## src/rtl/riscv_pkg.sv

```systemverilog
// riscv_pkg: shared RV32 decode definitions.
//   XLEN          datapath width
//   OP..AUIPC     major opcode encodings (instr[6:0])
//   imm_fmt_t     immediate format selected by the opcode
//   imm_fmt_of()  opcode -> immediate format
package riscv_pkg;

  localparam int XLEN = 32;

  localparam logic [6:0] OP     = 7'b0110011;
  localparam logic [6:0] OP_IMM = 7'b0010011;
  localparam logic [6:0] LOAD   = 7'b0000011;
  localparam logic [6:0] STORE  = 7'b0100011;
  localparam logic [6:0] BRANCH = 7'b1100011;
  localparam logic [6:0] JAL    = 7'b1101111;
  localparam logic [6:0] JALR   = 7'b1100111;
  localparam logic [6:0] LUI    = 7'b0110111;
  localparam logic [6:0] AUIPC  = 7'b0010111;

  typedef enum logic [2:0] {
    IMM_I,
    IMM_S,
    IMM_B,
    IMM_U,
    IMM_J,
    IMM_NONE
  } imm_fmt_t;

  function automatic imm_fmt_t imm_fmt_of(input logic [6:0] opcode);
    imm_fmt_t fmt;
    case (opcode)
      OP_IMM, LOAD, JALR: fmt = IMM_I;
      STORE:              fmt = IMM_S;
      BRANCH:             fmt = IMM_B;
      LUI, AUIPC:         fmt = IMM_U;
      JAL:                fmt = IMM_J;
      default:            fmt = IMM_NONE;
    endcase
    return fmt;
  endfunction

endpackage

```

## src/rtl/decode_stage_imm_gen.sv

```systemverilog
// imm_gen: combinational immediate generator.
//   instr  in   32    instruction word
//   imm    out  XLEN  sign-extended immediate (0 for formats without one)
module imm_gen
  import riscv_pkg::*;
(
  input  logic [31:0]     instr,
  output logic [XLEN-1:0] imm
);

  // Each raw immediate is built at its natural width as a signed value; the
  // size cast to XLEN then performs the sign extension.
  always_comb begin
    // NOTE: every always_comb output gets a default first so no path can
    // leave it unassigned and infer a latch.
    imm = '0;
    case (imm_fmt_of(instr[6:0]))
      IMM_I: imm = XLEN'($signed(instr[31:20]));
      IMM_S: imm = XLEN'($signed({instr[31:25], instr[11:7]}));
      IMM_B: imm = XLEN'($signed({instr[31], instr[7], instr[30:25],
                                  instr[11:8], 1'b0}));
      IMM_U: imm = XLEN'($signed({instr[31:12], 12'b0}));
      IMM_J: imm = XLEN'($signed({instr[31], instr[19:12], instr[20],
                                  instr[30:21], 1'b0}));
      default: imm = '0;
    endcase
  end

endmodule

```

## src/rtl/decode_stage.sv

```systemverilog
// decode_stage: RV32 instruction decode with operand forwarding, load-use
// stall and the registered ID/EX pipeline register.
//   clk, rst_n                 clock, asynchronous active-low reset
//   if_valid/if_instr/if_pc    IF/ID contents; id_ready low holds them upstream
//   flush                      kill the instruction in ID (redirect from EX)
//   rs1_addr/rs2_addr, rs1/rs2 register file read port
//   ex_result                  ALU result of the instruction in ID/EX
//   mem_*, wb_*                later-stage writeback info for forwarding
//   ex_*                       ID/EX pipeline register outputs
module decode_stage
  import riscv_pkg::*;
(
  input  logic            clk,
  input  logic            rst_n,
  input  logic            if_valid,
  input  logic [31:0]     if_instr,
  input  logic [XLEN-1:0] if_pc,
  output logic            id_ready,
  input  logic            flush,
  output logic [4:0]      rs1_addr,
  output logic [4:0]      rs2_addr,
  input  logic [XLEN-1:0] rs1,
  input  logic [XLEN-1:0] rs2,
  input  logic [XLEN-1:0] ex_result,
  input  logic [4:0]      mem_rd_addr,
  input  logic            mem_reg_write,
  input  logic [XLEN-1:0] mem_result,
  input  logic [4:0]      wb_rd_addr,
  input  logic            wb_reg_write,
  input  logic [XLEN-1:0] wb_data,
  output logic            ex_valid,
  output logic [XLEN-1:0] ex_pc,
  output logic [XLEN-1:0] ex_rs1_val,
  output logic [XLEN-1:0] ex_rs2_val,
  output logic [XLEN-1:0] ex_imm,
  output logic [4:0]      ex_rd_addr,
  output logic [4:0]      ex_rs1_addr,
  output logic [4:0]      ex_rs2_addr,
  output logic [6:0]      ex_opcode,
  output logic [2:0]      ex_funct3,
  output logic            ex_funct7b5,
  output logic            ex_reg_write,
  output logic            ex_is_load
);

  // Field decode
  logic [6:0] opcode;
  logic [4:0] rd;
  logic [2:0] funct3;
  logic       funct7b5;

  assign opcode   = if_instr[6:0];
  assign rd       = if_instr[11:7];
  assign funct3   = if_instr[14:12];
  assign rs1_addr = if_instr[19:15];
  assign rs2_addr = if_instr[24:20];
  assign funct7b5 = if_instr[30];

  logic rs1_used, rs2_used, reg_write, is_load;

  assign rs1_used  = !(opcode == LUI || opcode == AUIPC || opcode == JAL);
  assign rs2_used  = (opcode == OP) || (opcode == STORE) || (opcode == BRANCH);
  assign reg_write = (rd != 5'd0) &&
                     (opcode == OP  || opcode == OP_IMM || opcode == LOAD  ||
                      opcode == LUI || opcode == AUIPC  || opcode == JAL   ||
                      opcode == JALR);
  assign is_load   = (opcode == LOAD);

  logic [XLEN-1:0] imm;

  imm_gen u_imm_gen (
    .instr (if_instr),
    .imm   (imm)
  );

  // Operand forwarding: youngest producer wins. x0 is hard-wired to zero and
  // never forwarded, so a producer that nominally targets x0 cannot leak.
  function automatic logic [XLEN-1:0] fwd_sel(
    input logic [4:0]      src,
    input logic [XLEN-1:0] rf_val,
    input logic            ex_hit_ok,
    input logic [4:0]      ex_rd,
    input logic [XLEN-1:0] ex_val,
    input logic            mem_we,
    input logic [4:0]      mem_rd,
    input logic [XLEN-1:0] mem_val,
    input logic            wb_we,
    input logic [4:0]      wb_rd,
    input logic [XLEN-1:0] wb_val
  );
    if (src == 5'd0)                    return '0;
    else if (ex_hit_ok && ex_rd == src) return ex_val;
    else if (mem_we && mem_rd == src)   return mem_val;
    else if (wb_we && wb_rd == src)     return wb_val;
    else                                return rf_val;
  endfunction

  logic            ex_fwd_ok;
  logic [XLEN-1:0] rs1_val, rs2_val;

  assign ex_fwd_ok = ex_valid && ex_reg_write;

  always_comb begin
    rs1_val = fwd_sel(rs1_addr, rs1, ex_fwd_ok, ex_rd_addr, ex_result,
                      mem_reg_write, mem_rd_addr, mem_result,
                      wb_reg_write, wb_rd_addr, wb_data);
    rs2_val = fwd_sel(rs2_addr, rs2, ex_fwd_ok, ex_rd_addr, ex_result,
                      mem_reg_write, mem_rd_addr, mem_result,
                      wb_reg_write, wb_rd_addr, wb_data);
  end

  // Load-use: the load's data is not available until it reaches MEM, so the
  // dependent instruction waits one cycle and then picks it up from mem_result.
  logic stall;

  assign stall = if_valid && ex_valid && ex_is_load && (ex_rd_addr != 5'd0) &&
                 ((rs1_used && rs1_addr == ex_rd_addr) ||
                  (rs2_used && rs2_addr == ex_rd_addr));

  // A flush discards the ID instruction anyway, so the stall is irrelevant.
  assign id_ready = flush || !stall;

  // ID/EX pipeline register
  always_ff @(posedge clk or negedge rst_n) begin
    // NOTE: sequential state uses non-blocking assignments so every register
    // samples pre-edge values regardless of statement order.
    if (!rst_n) begin
      ex_valid     <= 1'b0;
      ex_pc        <= '0;
      ex_rs1_val   <= '0;
      ex_rs2_val   <= '0;
      ex_imm       <= '0;
      ex_rd_addr   <= '0;
      ex_rs1_addr  <= '0;
      ex_rs2_addr  <= '0;
      ex_opcode    <= '0;
      ex_funct3    <= '0;
      ex_funct7b5  <= 1'b0;
      ex_reg_write <= 1'b0;
      ex_is_load   <= 1'b0;
    end else if (flush || stall) begin
      ex_valid     <= 1'b0;
      ex_reg_write <= 1'b0;
      ex_is_load   <= 1'b0;
    end else begin
      ex_valid     <= if_valid;
      ex_pc        <= if_pc;
      ex_rs1_val   <= rs1_val;
      ex_rs2_val   <= rs2_val;
      ex_imm       <= imm;
      ex_rd_addr   <= rd;
      ex_rs1_addr  <= rs1_addr;
      ex_rs2_addr  <= rs2_addr;
      ex_opcode    <= opcode;
      ex_funct3    <= funct3;
      ex_funct7b5  <= funct7b5;
      ex_reg_write <= if_valid && reg_write;
      ex_is_load   <= if_valid && is_load;
    end
  end

endmodule
```

## config.mk

```make
export PLATFORM = sky130hd
export DESIGN_NAME = decode_stage
export DESIGN_NICKNAME = d
export VERILOG_FILES = /design/src/rtl/riscv_pkg.sv /design/src/rtl/decode_stage_imm_gen.sv /design/src/rtl/decode_stage.sv
export SDC_FILE = /design/constraint.sdc
export NUM_CORES = 1
export LEC_CHECK = 0
export ABC_AREA = 0
export CAP_MARGIN = 20
export CELL_PAD_IN_SITES_DETAIL_PLACEMENT = 2
export CELL_PAD_IN_SITES_GLOBAL_PLACEMENT = 2
export CORE_UTILIZATION = 25
export DETAILED_ROUTE_END_ITERATION = 6
export GPL_TIMING_DRIVEN = 0
export PLACE_DENSITY_LB_ADDON = 0.1
export SETUP_SLACK_MARGIN = 0.5
export SLEW_MARGIN = 5
export SYNTH_ARGS = -nofsm -noshare
export SYNTH_HDL_FRONTEND = slang
export SYNTH_SLANG_ARGS = --single-unit
```

## constraint.sdc

```tcl
create_clock -name clk -period 2.6 [get_ports clk]
set_clock_uncertainty 0.05 [all_clocks]
set_input_delay 0.52 -clock clk [delete_from_list [all_inputs] [get_ports clk]]
set_output_delay 0.52 -clock clk [all_outputs]
set_load 0.05 [all_outputs]
```

==> flow_summary.json <==
{
  "post_synth_instance_area_mm2": 0.00969,
  "hold_viol_final": 0,
  "fin_hold_ws_ps": 317,
  "route.antenna.remaining_nets": 0,
  "flow.area_growth_from_synthesis_pct": 77.6,
  "synth_sequential_area_ratio_pct": 40.6,
  "cell_leakage_power_nw": 7.74,
  "synth.distinct_cells": 57,
  "run_status": "finished, violations left",
  "ioPinCount": 408,
  "grt_antenna_before_repair": 6,
  "max_stage_delay_ps": 470,
  "initial_utilization_pct": 25.5,
  "grt_overflow": 0,
  "critPathCaptureType": "output port",
  "timing.final.ws_setup_ps": -262,
  "io_buffer_count": 393,
  "rows": 71,
  "synth_seq_cells": 157,
  "worst_setup_hold_path_clk_slew_ps": 70,
  "crit-reg2reg-launch": "ex_rd_addr[4]",
  "numCtsBuffers": 17,
  "synth-edff-count": 0,
  "cts.sinks": 157,
  "grt_pass1_vias": 11300,
  "holdCritPathClass": "in2reg",
  "hpwlAfterDp_um": 35700,
  "worstSkewPairLatency_ps": 460,
  "crit_path_start": "ex_rd_addr[4]",
  "placeableCoreArea_mm2": 0.0379,
  "dr.first_iter.drc_count": 334,
  "fillerInstances": 3920,
  "route.vias.total": 10200,
  "timing.final.setup_violations": 103,
  "failed_checks": "negative setup slack",
  "grtUsageTotal_pct": 25.7,
  "min_period_over_period_pct": 110,
  "maximum_frequency_from_static_timing_analysis_mhz": 349,
  "pin_count_of_the_biggest_net_entering_global_routing": 101,
  "postSynth.topFlopCell": "sky130_fd_sc_hd__dfrtp_1",
  "max_slew_margin_pct": 27.1,
  "gp_congestion": 0.812,
  "fp.dieArea_mm2": 0.0395,
  "path_class": "reg2out",
  "drive_gt1_share_pct": 28.2,
  "postSynthAreaPerCell_um2": 10.1,
  "yosys_warnings": 0,
  "dr_pass1_iterations": 4,
  "timing_max_transition_violations_final": 0,
  "vdd_ir_drop_max_mv": 0.339,
  "die_w_um": 199,
  "timing.critical_path.cells": "xnor2_1 > nand2_1 > nor4_4 > buf_6 > clkbuf_16 > o21ai_4 > buf_8",
  "global_route_wire_length_before_repair_um": 74100,
  "timing.critical_path.arrival_ps": 2290,
  "layout_min_cycle_time_ps": 2860,
  "worst_slew_pin_slew_ps": 1090,
  "critical-path-slowest-cell": "sky130_fd_sc_hd__dfrtp_2",
  "die-height_um": 199,
  "setup.worst_path.start_class": "register",
  "htree_levels": 4,
  "cp.buffers_inverters": 3,
  "crit_path_max_fanout": 5,
  "syn-instance-count": 960,
  "cts-root-buf": "sky130_fd_sc_hd__clkbuf_16",
  "worst-endpoint-required_ps": 2030,
  "clk_path_buf_depth": 2,
  "finalWirelength_um": 52600,
  "maxCapViolCount": 0,
  "hold_path_origin": "if_instr[2]",
  "rsz0062_at_grt": "yes",
  "synth-async-reset-ratio_pct": 100,
  "critical-path-top-delay-family": "simple AND/OR/NAND/NOR gates",
  "final_core_utilization_pct": 45.3,
  "synth.net_count": 1200,
  "detail_route.vias_per_cell": 5.16,
  "powerDensity_mw_per_mm2": 484,
  "drc_errors": 0,
  "avgRoutedWirePerCell_um": 26.7,
  "cts_tree": "done",
  "final_nets": 1682
}
where the power goes:
part / total, W / leakage, nW / internal [W] / switching, W
Sequential: 0.00283 / 1.92 / 0.00266 / 0.000166
Combinational: 0.00300 / 5.56 / 0.00122 / 0.00179
Clock: 0.00250 / 0.258 / 0.00128 / 0.00121
Yosys cell counts (2+ instances only):
master | number | area share (%)
sky130_fd_sc_hd__buf_6 | 11 | 1.3
sky130_fd_sc_hd__xnor2_1 | 12 | 1.1
sky130_fd_sc_hd__nand2_1 | 14 | 0.54
sky130_fd_sc_hd__or4_1 | 7 | 0.54
sky130_fd_sc_hd__o21ai_1 | 17 | 0.88
sky130_fd_sc_hd__o221ai_2 | 30 | 4.7
sky130_fd_sc_hd__nand3_1 | 6 | 0.31
sky130_fd_sc_hd__xor2_1 | 18 | 1.6
sky130_fd_sc_hd__and2_0 | 2 | 0.13
sky130_fd_sc_hd__nor4_2 | 4 | 0.52
sky130_fd_sc_hd__inv_1 | 54 | 2.1
sky130_fd_sc_hd__a2111oi_0 | 11 | 0.99
sky130_fd_sc_hd__o21ai_0 | 72 | 3.7
sky130_fd_sc_hd__and2_1 | 8 | 0.52
sky130_fd_sc_hd__a22o_1 | 5 | 0.45
sky130_fd_sc_hd__or3_1 | 2 | 0.13
sky130_fd_sc_hd__buf_2 | 20 | 1.0
sky130_fd_sc_hd__o31ai_1 | 64 | 5.0
sky130_fd_sc_hd__a21boi_0 | 52 | 4.0
sky130_fd_sc_hd__mux2_4 | 19 | 2.9
sky130_fd_sc_hd__nand3b_1 | 64 | 5.0
sky130_fd_sc_hd__clkbuf_1 | 74 | 2.9
sky130_fd_sc_hd__a21oi_1 | 24 | 1.2
sky130_fd_sc_hd__and3_1 | 66 | 4.3
sky130_fd_sc_hd__a21boi_1 | 12 | 0.93
sky130_fd_sc_hd__mux2i_1 | 8 | 0.83
sky130_fd_sc_hd__mux2_1 | 43 | 5.0
sky130_fd_sc_hd__buf_4 | 12 | 0.93
sky130_fd_sc_hd__o221ai_1 | 33 | 3.0
sky130_fd_sc_hd__a211oi_1 | 2 | 0.15
sky130_fd_sc_hd__nor2_1 | 9 | 0.35
sky130_fd_sc_hd__nor3_1 | 2 | 0.10
sky130_fd_sc_hd__nor4_1 | 3 | 0.19
sky130_fd_sc_hd__dfrtp_1 | 157 | 41
stage by stage:
stage | total power [W] | std cells | worst slack (ps) | setup TNS [ps] | cell area [µm²]
2_1_floorplan | 0.00436 | 960 | -5.05 | -5.05 | 10000
3_3_place_gp | 0.00557 | 1864 | -7170 | -1141560 | 14600
3_5_place_dp | 0.00561 | 1866 | -1450 | -125650 | 14600
4_1_cts | 0.00825 | 1954 | -251 | -2800 | 16400
5_1_grt | 0.00862 | 1968 | -297 | -15990 | 17200
6_report | 0.00833 | 1969 | -262 | -9400 | 17200
worst paths after layout:
kind,slack [ps],cells after the start,endpoint
worst max-delay path,-260,7,id_ready
worst min-delay path,320,2,ex_opcode[2]
worst max register to register,-230,10,ex_pc[23]
worst min register to register,430,1,ex_pc[13]
max in group asynchronous,980,3,ex_rs2_val[3]
min in group asynchronous,550,2,ex_opcode[5]
layer usage:
| metal | vias to the layer above | global-route usage [%] | wire (µm) |
|---|---|---|---|
| met4 | 6 | 8.35 | 1160 |
| met2 | 320 | 45.0 | 26800 |
| met1 | 5210 | 31.1 | 21900 |
| li1 | 4552 | - | - |
| met5 | - | 0 | 33 |
| met3 | 68 | 5.32 | 2760 |
kinds of logic after synthesis:
| logic type | Yosys count | share of synthesized area (%) |
|---|---|---|
| mux | 71 | 8.89 |
| flops | 157 | 40.6 |
| simple gates | 200 | 13.8 |
| xor+xnor | 30 | 2.71 |
| compound gates | 330 | 25.8 |
| buf+inv | 172 | 8.24 |
area by class of cell:
class	instances	area (µm²)	area share (%)
Tap cell	511	639	3.72
Buffer	118	1060	6.18
Clock inverter	11	86.3	0.502
Timing Repair Buffer	463	4860	28.2
Clock buffer	21	460	2.68
Sequential cell	157	3940	22.9
Inverter	54	203	1.18
Antenna cell	3	7.51	0.0436
Multi-Input combinational cell	631	5950	34.6
worst register-to-register path: cells and delay by family (launching register included):
kind                      cells  cell delay [ps]
xor gates and xnor gates      1              210
muxes                         1              290
and+or+nand+nor               3              690
buffers and inverters         5             1000
DFF                           1              470
flip-flops by register name (all words and copies together) (netlist names):
| register | count |
|---|---|
| ex_rs2_addr | 5 |
| ex_funct3 | 3 |
| ex_reg_write | 1 |
| ex_is_load | 1 |
| ex_pc | 32 |
| ex_funct7b5 | 1 |
| ex_rd_addr | 5 |
| ex_opcode | 7 |
| ex_rs1_addr | 5 |
| ex_rs2_val | 32 |
| ex_valid | 1 |
| ex_rs1_val | 32 |
| ex_imm | 32 |
cells in the final DEF (no fill, tap or decap), types with 8 or more instances in the layout:
cell type	netlist	layout
sky130_fd_sc_hd__a21boi_0	52	52
sky130_fd_sc_hd__a21boi_1	12	12
sky130_fd_sc_hd__a21oi_1	24	13
sky130_fd_sc_hd__a21oi_2	1	8
sky130_fd_sc_hd__and2_1	8	8
sky130_fd_sc_hd__and3_1	66	66
sky130_fd_sc_hd__buf_12	0	28
sky130_fd_sc_hd__buf_2	20	9
sky130_fd_sc_hd__buf_4	12	45
sky130_fd_sc_hd__buf_6	11	15
sky130_fd_sc_hd__buf_8	0	12
sky130_fd_sc_hd__clkbuf_1	74	29
sky130_fd_sc_hd__clkbuf_16	0	24
sky130_fd_sc_hd__clkbuf_2	0	36
sky130_fd_sc_hd__clkdlybuf4s50_1	0	230
sky130_fd_sc_hd__dfrtp_1	157	151
sky130_fd_sc_hd__dlygate4sd2_1	0	116
sky130_fd_sc_hd__dlymetal6s2s_1	0	43
sky130_fd_sc_hd__inv_1	54	54
sky130_fd_sc_hd__mux2_4	19	55
sky130_fd_sc_hd__nand2_1	14	14
sky130_fd_sc_hd__nand3b_1	64	64
sky130_fd_sc_hd__nor2_1	9	8
sky130_fd_sc_hd__o21ai_0	72	9
sky130_fd_sc_hd__o21ai_1	17	34
sky130_fd_sc_hd__o21ai_2	0	32
sky130_fd_sc_hd__o21ai_4	0	14
sky130_fd_sc_hd__o221ai_1	33	8
sky130_fd_sc_hd__o221ai_2	30	55
sky130_fd_sc_hd__o31ai_1	64	63
sky130_fd_sc_hd__xnor2_1	12	11
sky130_fd_sc_hd__xor2_1	18	18
repair_timing:
action	CTS	global route
endpoints found under the hold margin	57	0
setup buffers	47	9
pin swaps	12	6
gates resized for setup	346	185
gates cloned	8	3
endpoints found under the setup margin	315	202
hold buffers	1	0
Power figures use the tool's default switching activity.
